==> src/rtl/neureka_double_infeat_buffer_ctrl_if.sv <==
// Handshake bundle between the neureka controller, the load streamer, the engine
// and the ping-pong input-feature buffer sequencer.
interface neureka_double_infeat_buffer_ctrl_if #(
  parameter int TILE_CNT_W = 16
);
  logic                  clear_i;
  logic                  enable_i;
  logic                  start_i;
  logic [TILE_CNT_W-1:0] cfg_nb_tiles_i;
  logic                  fill_done_i;
  logic                  drain_done_i;
  logic                  fill_en_o;
  logic                  drain_en_o;
  logic                  write_sel_o;
  logic                  read_sel_o;
  logic [1:0]            bank_full_o;
  logic [TILE_CNT_W-1:0] loaded_cnt_o;
  logic [TILE_CNT_W-1:0] drained_cnt_o;
  logic                  busy_o;
  logic                  done_o;
  logic                  err_o;

  modport master (
    output clear_i, enable_i, start_i, cfg_nb_tiles_i, fill_done_i, drain_done_i,
    input  fill_en_o, drain_en_o, write_sel_o, read_sel_o, bank_full_o,
           loaded_cnt_o, drained_cnt_o, busy_o, done_o, err_o
  );

  modport slave (
    input  clear_i, enable_i, start_i, cfg_nb_tiles_i, fill_done_i, drain_done_i,
    output fill_en_o, drain_en_o, write_sel_o, read_sel_o, bank_full_o,
           loaded_cnt_o, drained_cnt_o, busy_o, done_o, err_o
  );
endinterface

==> src/rtl/neureka_double_infeat_buffer_ctrl.sv <==
// Ping-pong sequencer for the even/odd input-feature buffer banks: steers the
// streamer's write bank and the engine's read bank, tracking per-bank fullness.
module neureka_double_infeat_buffer_ctrl #(
  parameter int TILE_CNT_W = 16
) (
  input logic                                 clk_i,
  input logic                                 rst_i,
  neureka_double_infeat_buffer_ctrl_if.slave  bus
);

  typedef enum logic [1:0] {IDLE = 2'd0, RUN = 2'd1, DONE = 2'd2} state_t;

  localparam logic [TILE_CNT_W-1:0] CNT_ONE = TILE_CNT_W'(1);

  state_t                state_q, state_d;
  logic [TILE_CNT_W-1:0] nb_tiles_q, nb_tiles_d;
  logic [TILE_CNT_W-1:0] loaded_q, loaded_d;
  logic [TILE_CNT_W-1:0] drained_q, drained_d;
  logic [1:0]            full_q, full_d;
  logic                  wsel_q, wsel_d;
  logic                  rsel_q, rsel_d;
  logic                  err_q, err_d;
  logic                  fill_en_q, fill_en_d;
  logic                  drain_en_q, drain_en_d;
  logic                  busy_q, done_q;
  logic                  fill_ok, drain_ok;

  always_comb begin
    state_d    = state_q;
    nb_tiles_d = nb_tiles_q;
    loaded_d   = loaded_q;
    drained_d  = drained_q;
    full_d     = full_q;
    wsel_d     = wsel_q;
    rsel_d     = rsel_q;
    err_d      = err_q;
    fill_ok    = 1'b0;
    drain_ok   = 1'b0;

    case (state_q)
      IDLE: begin
        if (bus.start_i) begin
          nb_tiles_d = bus.cfg_nb_tiles_i;
          loaded_d   = '0;
          drained_d  = '0;
          full_d     = 2'b00;
          wsel_d     = 1'b0;
          rsel_d     = 1'b0;
          err_d      = 1'b0;
          state_d    = (bus.cfg_nb_tiles_i == '0) ? DONE : RUN;
        end
        if (bus.fill_done_i || bus.drain_done_i) err_d = 1'b1;
      end
      RUN: begin
        fill_ok  = bus.fill_done_i && fill_en_q;
        drain_ok = bus.drain_done_i && drain_en_q;
        if ((bus.fill_done_i && !fill_en_q) || (bus.drain_done_i && !drain_en_q)) err_d = 1'b1;
        // Each side indexes with its own pre-cycle select, so a same-cycle fill
        // and drain never touch the same flag when both are legal.
        if (fill_ok) begin
          full_d[wsel_q] = 1'b1;
          wsel_d         = !wsel_q;
          loaded_d       = loaded_q + CNT_ONE;
        end
        if (drain_ok) begin
          full_d[rsel_q] = 1'b0;
          rsel_d         = !rsel_q;
          drained_d      = drained_q + CNT_ONE;
        end
        if (drained_d == nb_tiles_q) state_d = DONE;
      end
      DONE: begin
        if (bus.fill_done_i || bus.drain_done_i) err_d = 1'b1;
        state_d = IDLE;
      end
      default: state_d = IDLE;
    endcase

    // Enables are registered from next-state values so a fill is drainable next cycle.
    fill_en_d  = (state_d == RUN) && !full_d[wsel_d] && (loaded_d < nb_tiles_d);
    drain_en_d = (state_d == RUN) && full_d[rsel_d];
  end

  always_ff @(posedge clk_i) begin
    if (rst_i || bus.clear_i) begin
      state_q    <= IDLE;
      loaded_q   <= '0;
      drained_q  <= '0;
      full_q     <= 2'b00;
      wsel_q     <= 1'b0;
      rsel_q     <= 1'b0;
      err_q      <= 1'b0;
      fill_en_q  <= 1'b0;
      drain_en_q <= 1'b0;
      busy_q     <= 1'b0;
      done_q     <= 1'b0;
    end else if (bus.enable_i) begin
      state_q    <= state_d;
      loaded_q   <= loaded_d;
      drained_q  <= drained_d;
      full_q     <= full_d;
      wsel_q     <= wsel_d;
      rsel_q     <= rsel_d;
      err_q      <= err_d;
      fill_en_q  <= fill_en_d;
      drain_en_q <= drain_en_d;
      busy_q     <= (state_d == RUN);
      done_q     <= (state_d == DONE);
    end
  end

  // Tile count is only consulted in RUN, after a start has loaded it.
  always_ff @(posedge clk_i) begin
    if (bus.enable_i) nb_tiles_q <= nb_tiles_d;
  end

  assign bus.fill_en_o     = fill_en_q;
  assign bus.drain_en_o    = drain_en_q;
  assign bus.write_sel_o   = wsel_q;
  assign bus.read_sel_o    = rsel_q;
  assign bus.bank_full_o   = full_q;
  assign bus.loaded_cnt_o  = loaded_q;
  assign bus.drained_cnt_o = drained_q;
  assign bus.busy_o        = busy_q;
  assign bus.done_o        = done_q;
  assign bus.err_o         = err_q;

endmodule

==> src/flat_wrapper.sv <==
// flat-port wrapper written by rule: the top's interface ports become plain ports
module neureka_double_infeat_buffer_ctrl_flat 
#(
  parameter int TILE_CNT_W = 16
)
  (clk_i, rst_i, bus_clear_i, bus_enable_i, bus_start_i, bus_cfg_nb_tiles_i, bus_fill_done_i, bus_drain_done_i, bus_fill_en_o, bus_drain_en_o, bus_write_sel_o, bus_read_sel_o, bus_bank_full_o, bus_loaded_cnt_o, bus_drained_cnt_o, bus_busy_o, bus_done_o, bus_err_o);
  neureka_double_infeat_buffer_ctrl_if #(.TILE_CNT_W(TILE_CNT_W)) bus_i ();
  input logic clk_i;
  input logic rst_i;
  input wire logic [$bits(bus_i.clear_i)-1:0] bus_clear_i;
  input wire logic [$bits(bus_i.enable_i)-1:0] bus_enable_i;
  input wire logic [$bits(bus_i.start_i)-1:0] bus_start_i;
  input wire logic [$bits(bus_i.cfg_nb_tiles_i)-1:0] bus_cfg_nb_tiles_i;
  input wire logic [$bits(bus_i.fill_done_i)-1:0] bus_fill_done_i;
  input wire logic [$bits(bus_i.drain_done_i)-1:0] bus_drain_done_i;
  output wire logic [$bits(bus_i.fill_en_o)-1:0] bus_fill_en_o;
  output wire logic [$bits(bus_i.drain_en_o)-1:0] bus_drain_en_o;
  output wire logic [$bits(bus_i.write_sel_o)-1:0] bus_write_sel_o;
  output wire logic [$bits(bus_i.read_sel_o)-1:0] bus_read_sel_o;
  output wire logic [$bits(bus_i.bank_full_o)-1:0] bus_bank_full_o;
  output wire logic [$bits(bus_i.loaded_cnt_o)-1:0] bus_loaded_cnt_o;
  output wire logic [$bits(bus_i.drained_cnt_o)-1:0] bus_drained_cnt_o;
  output wire logic [$bits(bus_i.busy_o)-1:0] bus_busy_o;
  output wire logic [$bits(bus_i.done_o)-1:0] bus_done_o;
  output wire logic [$bits(bus_i.err_o)-1:0] bus_err_o;
  assign bus_i.clear_i = bus_clear_i;
  assign bus_i.enable_i = bus_enable_i;
  assign bus_i.start_i = bus_start_i;
  assign bus_i.cfg_nb_tiles_i = bus_cfg_nb_tiles_i;
  assign bus_i.fill_done_i = bus_fill_done_i;
  assign bus_i.drain_done_i = bus_drain_done_i;
  assign bus_fill_en_o = bus_i.fill_en_o;
  assign bus_drain_en_o = bus_i.drain_en_o;
  assign bus_write_sel_o = bus_i.write_sel_o;
  assign bus_read_sel_o = bus_i.read_sel_o;
  assign bus_bank_full_o = bus_i.bank_full_o;
  assign bus_loaded_cnt_o = bus_i.loaded_cnt_o;
  assign bus_drained_cnt_o = bus_i.drained_cnt_o;
  assign bus_busy_o = bus_i.busy_o;
  assign bus_done_o = bus_i.done_o;
  assign bus_err_o = bus_i.err_o;
  neureka_double_infeat_buffer_ctrl #(.TILE_CNT_W(TILE_CNT_W)) u_core (.clk_i(clk_i), .rst_i(rst_i), .bus(bus_i));
endmodule
==> config.mk <==
export PLATFORM = sky130hd
export DESIGN_NAME = neureka_double_infeat_buffer_ctrl_flat
export DESIGN_NICKNAME = d
export VERILOG_FILES = /design/src/rtl/neureka_double_infeat_buffer_ctrl_if.sv /design/src/rtl/neureka_double_infeat_buffer_ctrl.sv /design/src/flat_wrapper.sv
export SDC_FILE = /design/constraint.sdc
export NUM_CORES = 1
export LEC_CHECK = 0
export ABC_AREA = 1
export CORE_MARGIN = 2
export CORE_UTILIZATION = 56
export CTS_BUF_LIST = sky130_fd_sc_hd__clkbuf_8
export DETAILED_ROUTE_END_ITERATION = 10
export GPL_TIMING_DRIVEN = 0
export PLACE_DENSITY_LB_ADDON = 0.1
export SYNTH_ARGS = -nofsm -noshare
export SYNTH_HDL_FRONTEND = slang
export SYNTH_SLANG_ARGS = --single-unit
export TNS_END_PERCENT = 20
==> constraint.sdc <==
create_clock -name clk_i -period 4.35 [get_ports clk_i]
set_clock_uncertainty 0.15 [all_clocks]
set_input_delay 0.87 -clock clk_i [delete_from_list [all_inputs] [get_ports clk_i]]
set_output_delay 0.87 -clock clk_i [all_outputs]
set_load 0.01 [all_outputs]
==> metrics list <==
- Result of the run: finished, final reports clean
- Counting the fill cells in the layout gives 665.
- Clock sinks: 59
* Cell depth of the worst flop-to-flop path: 15
- For the pin with the worst max-slew slack, the measured transition is 0.885 ns.
* Final Setup Violations: 0
* Total Routing Usage GR: 0.310
* Netlist Area Pre-Place: 4130 sq um
- CTS HTree Levels: 3
- Required time at the endpoint of the critical path: 4.47 ns
- Based on the critical path, the design can be clocked at up to 241 MHz.
* Worst path max stage delay: 0.52 ns
- Total CTS buffers: 9
- Final cycle utilization of the critical path: 0.952
* Slowest cell on the critical path: sky130_fd_sc_hd__clkdlybuf4s50_1
- Among all cell types in the netlist, the one instantiated most often is sky130_fd_sc_hd__nand2_1.
- The floorplan step set the die height to 89.9 um.
* Slack of the worst reg-to-reg path: 0.77 ns
* Fraction of layout cells with a size suffix above 1: 0.0630
- Cell variety after synth: 43
- Power spread over the standard cell area amounts to 245 nW/um^2.
* Ratio of routed vias to standard cells: 5.48
- At the worst endpoint, the arrival time is 4.26 ns.
* Post-CTS Hold Buffers: 0
- Vias in the first global route: 4,249
* Worst path cell trace: clkdlybuf4s50_1 -> nand2_2 -> inv_2 -> nand2_2 -> nor3_4 -> nand2_2 -> nor3_4 -> nand2_2 -> nor2_2 -> nand2_1 -> nor2_2 -> nand2_1 -> o21ai_0 -> nand2_1 -> nand2_1 -> inv_1 -> ha_1 -> nand4_1 -> inv_1 -> a2bb2oi_1 -> o2111ai_1 -> a21oi_1 -> nand3_1 -> a21oi_1
- Syn Nets: 675
* Number of nets with antenna violations after routing: 0
- The completed layout was analyzed and its total power is 1250 uW.
* Final critical delay including setup and external delays: 4.14 ns
* Cells after synthesis: 631
- Worst setup path class: input pin to flip-flop
- For this design the static power due to leakage is 0.00224 uW.
- Min Hold Slack: 0.323 ns
* Detailed router's first-iteration violation count: 258
- Area grow syn2layout: 23.7%
- Port buffering added 63 buffers.
- Worst Hold Depth: 2
* VDD IR-drop max: 0.000142 V
* Proportion of synthesized chip area in sequential cells: 0.325
* Met2 GRT Util: 0.552
* Number of remaining DRC errors: 0
- Most used standard cells in the synthesized netlist: 175 x sky130_fd_sc_hd__nand2_1, 97 x sky130_fd_sc_hd__inv_1, 55 x sky130_fd_sc_hd__a21oi_1
- In this run the horizontal extent of the chip is 89.9 um.
- Yosys printed 0 warnings.
* Global routing met1 resource utilization: 0.369
- Measured against its own limit, the worst slew margin works out to 0.408.
- Die Outline Area: 8080 sq um
- Fraction of registers with async set or reset after synthesis: 0
- Number of synthesized register bits: 59
* Estimated wirelength of the detail-placed design: 9340 um
* Number of antenna violations at the first check in global routing: 0
- The share of synthesized area in the top cell type comes to 0.208.
- Post-synth EDFFs: 16
- CTS Buffer Depth: 2
- Net total in the final layout: 753
- TritonCTS built the clock tree.
- The path with the worst hold slack has its endpoint at u_core.bus.err_o$_SDFFE_PP0P_.
- Clock-pin slew was measured on the worst setup and hold paths at 0.07 ns.
- Worst skew pair latency: 0.35 ns
- The number of hold violations in the final report was 0.
- By area the synthesized netlist is led by sky130_fd_sc_hd__dfxtp_1 21%, sky130_fd_sc_hd__nand2_1 16%, sky130_fd_sc_hd__edfxtp_1 12%.
* Final Max Tran Viols: 0
- Reg-to-reg startpoint: u_core.state_q[0]$_SDFFE_PP0P_
- After detailed routing, the average wire length per cell comes to 15.5 um.
- The worst setup path is launched from an input pin.
- Maximum number of pins on one net before global-route repair: 19
* Syn Area/Cell: 6.54 sq um
- In this run the core area contains 31 standard-cell rows.
- Peak fanout along the critical path: 5
- Number of iterations in the first detailed-routing pass: 5
- The largest total area in the synthesized netlist belongs to sky130_fd_sc_hd__dfxtp_1.
- 64 I/O pins were placed.
- Type of the worst min-delay path: flip-flop to flip-flop
* Endpoint of the worst-slack reg-to-reg timing path: u_core.bus.fill_en_o$_SDFFE_PP0P_
- Last weighted congestion value of the routability-driven placer: 0.891
* Maximum Capacitance Violations: 0
* Count of vias placed by the detailed router: 4,457
- After global routing, the most crowded layer is met2.
- Global-route wire length before repair: 20,100 um
* GR Overflow Total: 0
- WL final: 12,600 um
- Total inserted antenna cells: 0
* Root buf cell: sky130_fd_sc_hd__clkbuf_8
- Effective utilization at floorplan: 0.572
- GR Layer Usage met3: 0.0536
- The floorplan step defined a core boundary enclosing 7210 sq um.
- Origin of the worst min-delay path: u_core.bus.err_o$_SDFFE_PP0P_
- Capturing element type of the critical path: flip-flop
- In the synthesized netlist the dominant register cell turns out to be sky130_fd_sc_hd__dfxtp_1.
-- registers in the layout, indices dropped and copies added (netlist names), 2 cells and up --
name,flops
u_core.bus.bank_full_o,2
u_core.bus.drained_cnt_o,16
u_core.bus.loaded_cnt_o,16
u_core.nb_tiles_q,16
u_core.state_q,2
-- cell usage in the layout, fill, tap and decap left out, types with 5 or more instances in the layout --
master	count
sky130_fd_sc_hd__inv_1	99
sky130_fd_sc_hd__nand2_1	174
sky130_fd_sc_hd__a21oi_1	55
sky130_fd_sc_hd__nor4_1	5
sky130_fd_sc_hd__clkbuf_1	14
sky130_fd_sc_hd__nand2_2	7
sky130_fd_sc_hd__edfxtp_1	16
sky130_fd_sc_hd__clkdlybuf4s50_1	63
sky130_fd_sc_hd__dfxtp_1	43
sky130_fd_sc_hd__o21ai_0	47
sky130_fd_sc_hd__nand3_1	45
sky130_fd_sc_hd__nor2_2	5
sky130_fd_sc_hd__clkbuf_8	12
sky130_fd_sc_hd__ha_1	21
sky130_fd_sc_hd__nand4_1	5
sky130_fd_sc_hd__nor2_1	43
-- final cells by class --
class,instances,area [sq um],area share
timing repair buffer,67,661,0.129
multi-input combinational,453,2350,0.460
inverter,103,387,0.0757
buffer,16,61.3,0.0120
clock inverter,4,17.5,0.00343
sequential,59,1340,0.263
tap,99,124,0.0243
clock buffer,12,165,0.0323
-- where the power goes --
| group | switching [uW] | internal [uW] |
|---|---|---|
| clock | 226 | 248 |
| combinational | 114 | 66.5 |
| sequential | 11.9 | 585 |
| total | 352 | 899 |
-- metal layers --
layer	part of all wire	wire [um]	vias to the layer above
li1	-	-	2219
met1	0.42	5220	2040
met2	0.49	6220	175
met3	0.063	796	23
met4	0.026	330	0
met5	0	0	-
-- critical path, delay by kind of cell --
kind                       cells  cell delay, ns
adders and majority gates      1            0.32
AOI/OAI and AO/OA              5            0.75
buffers and inverters          4            0.74
and+or+nand+nor               14            1.56
-- stage by stage --
step | util | instances | setup WS, ns | instance area, sq um | TNS [ns]
6_report | 0.708 | 813 | 0.207 | 5110 | 0
5_1_grt | 0.708 | 813 | -0.0172 | 5110 | -0.0172
4_1_cts | 0.702 | 809 | 0.184 | 5070 | 0
3_5_place_dp | 0.677 | 793 | -0.162 | 4880 | -0.162
3_3_place_gp | 0.677 | 793 | -0.0669 | 4880 | -0.0669
2_1_floorplan | - | 631 | 0.895 | 4130 | 0
-- logic make-up after synthesis --
logic type / Yosys count / share of synthesized area
xor+xnor: 3 / 0.00636
compound gates: 132 / 0.181
buf+inv: 119 / 0.108
fa+ha+maj: 21 / 0.0636
simple gates: 297 / 0.316
flops: 59 / 0.325
-- how the worst max path moves through the flow --
stage / start / end
2_1_floorplan: bus_fill_done_i / u_core.bus.fill_en_o$_SDFFE_PP0P_
3_3_place_gp: bus_fill_done_i / u_core.bus.fill_en_o$_SDFFE_PP0P_
3_5_place_dp: bus_fill_done_i / u_core.bus.fill_en_o$_SDFFE_PP0P_
4_1_cts: bus_fill_done_i / u_core.bus.fill_en_o$_SDFFE_PP0P_
5_1_grt: bus_fill_done_i / u_core.bus.fill_en_o$_SDFFE_PP0P_
6_report: bus_fill_done_i / u_core.bus.fill_en_o$_SDFFE_PP0P_
-- timing repair --
item                       4_1_cts  5_1_grt
setup buffers                    0        4
setup endpoints to repair        0        1
resized for setup                0        3
(Power assumes the default switching activity.)
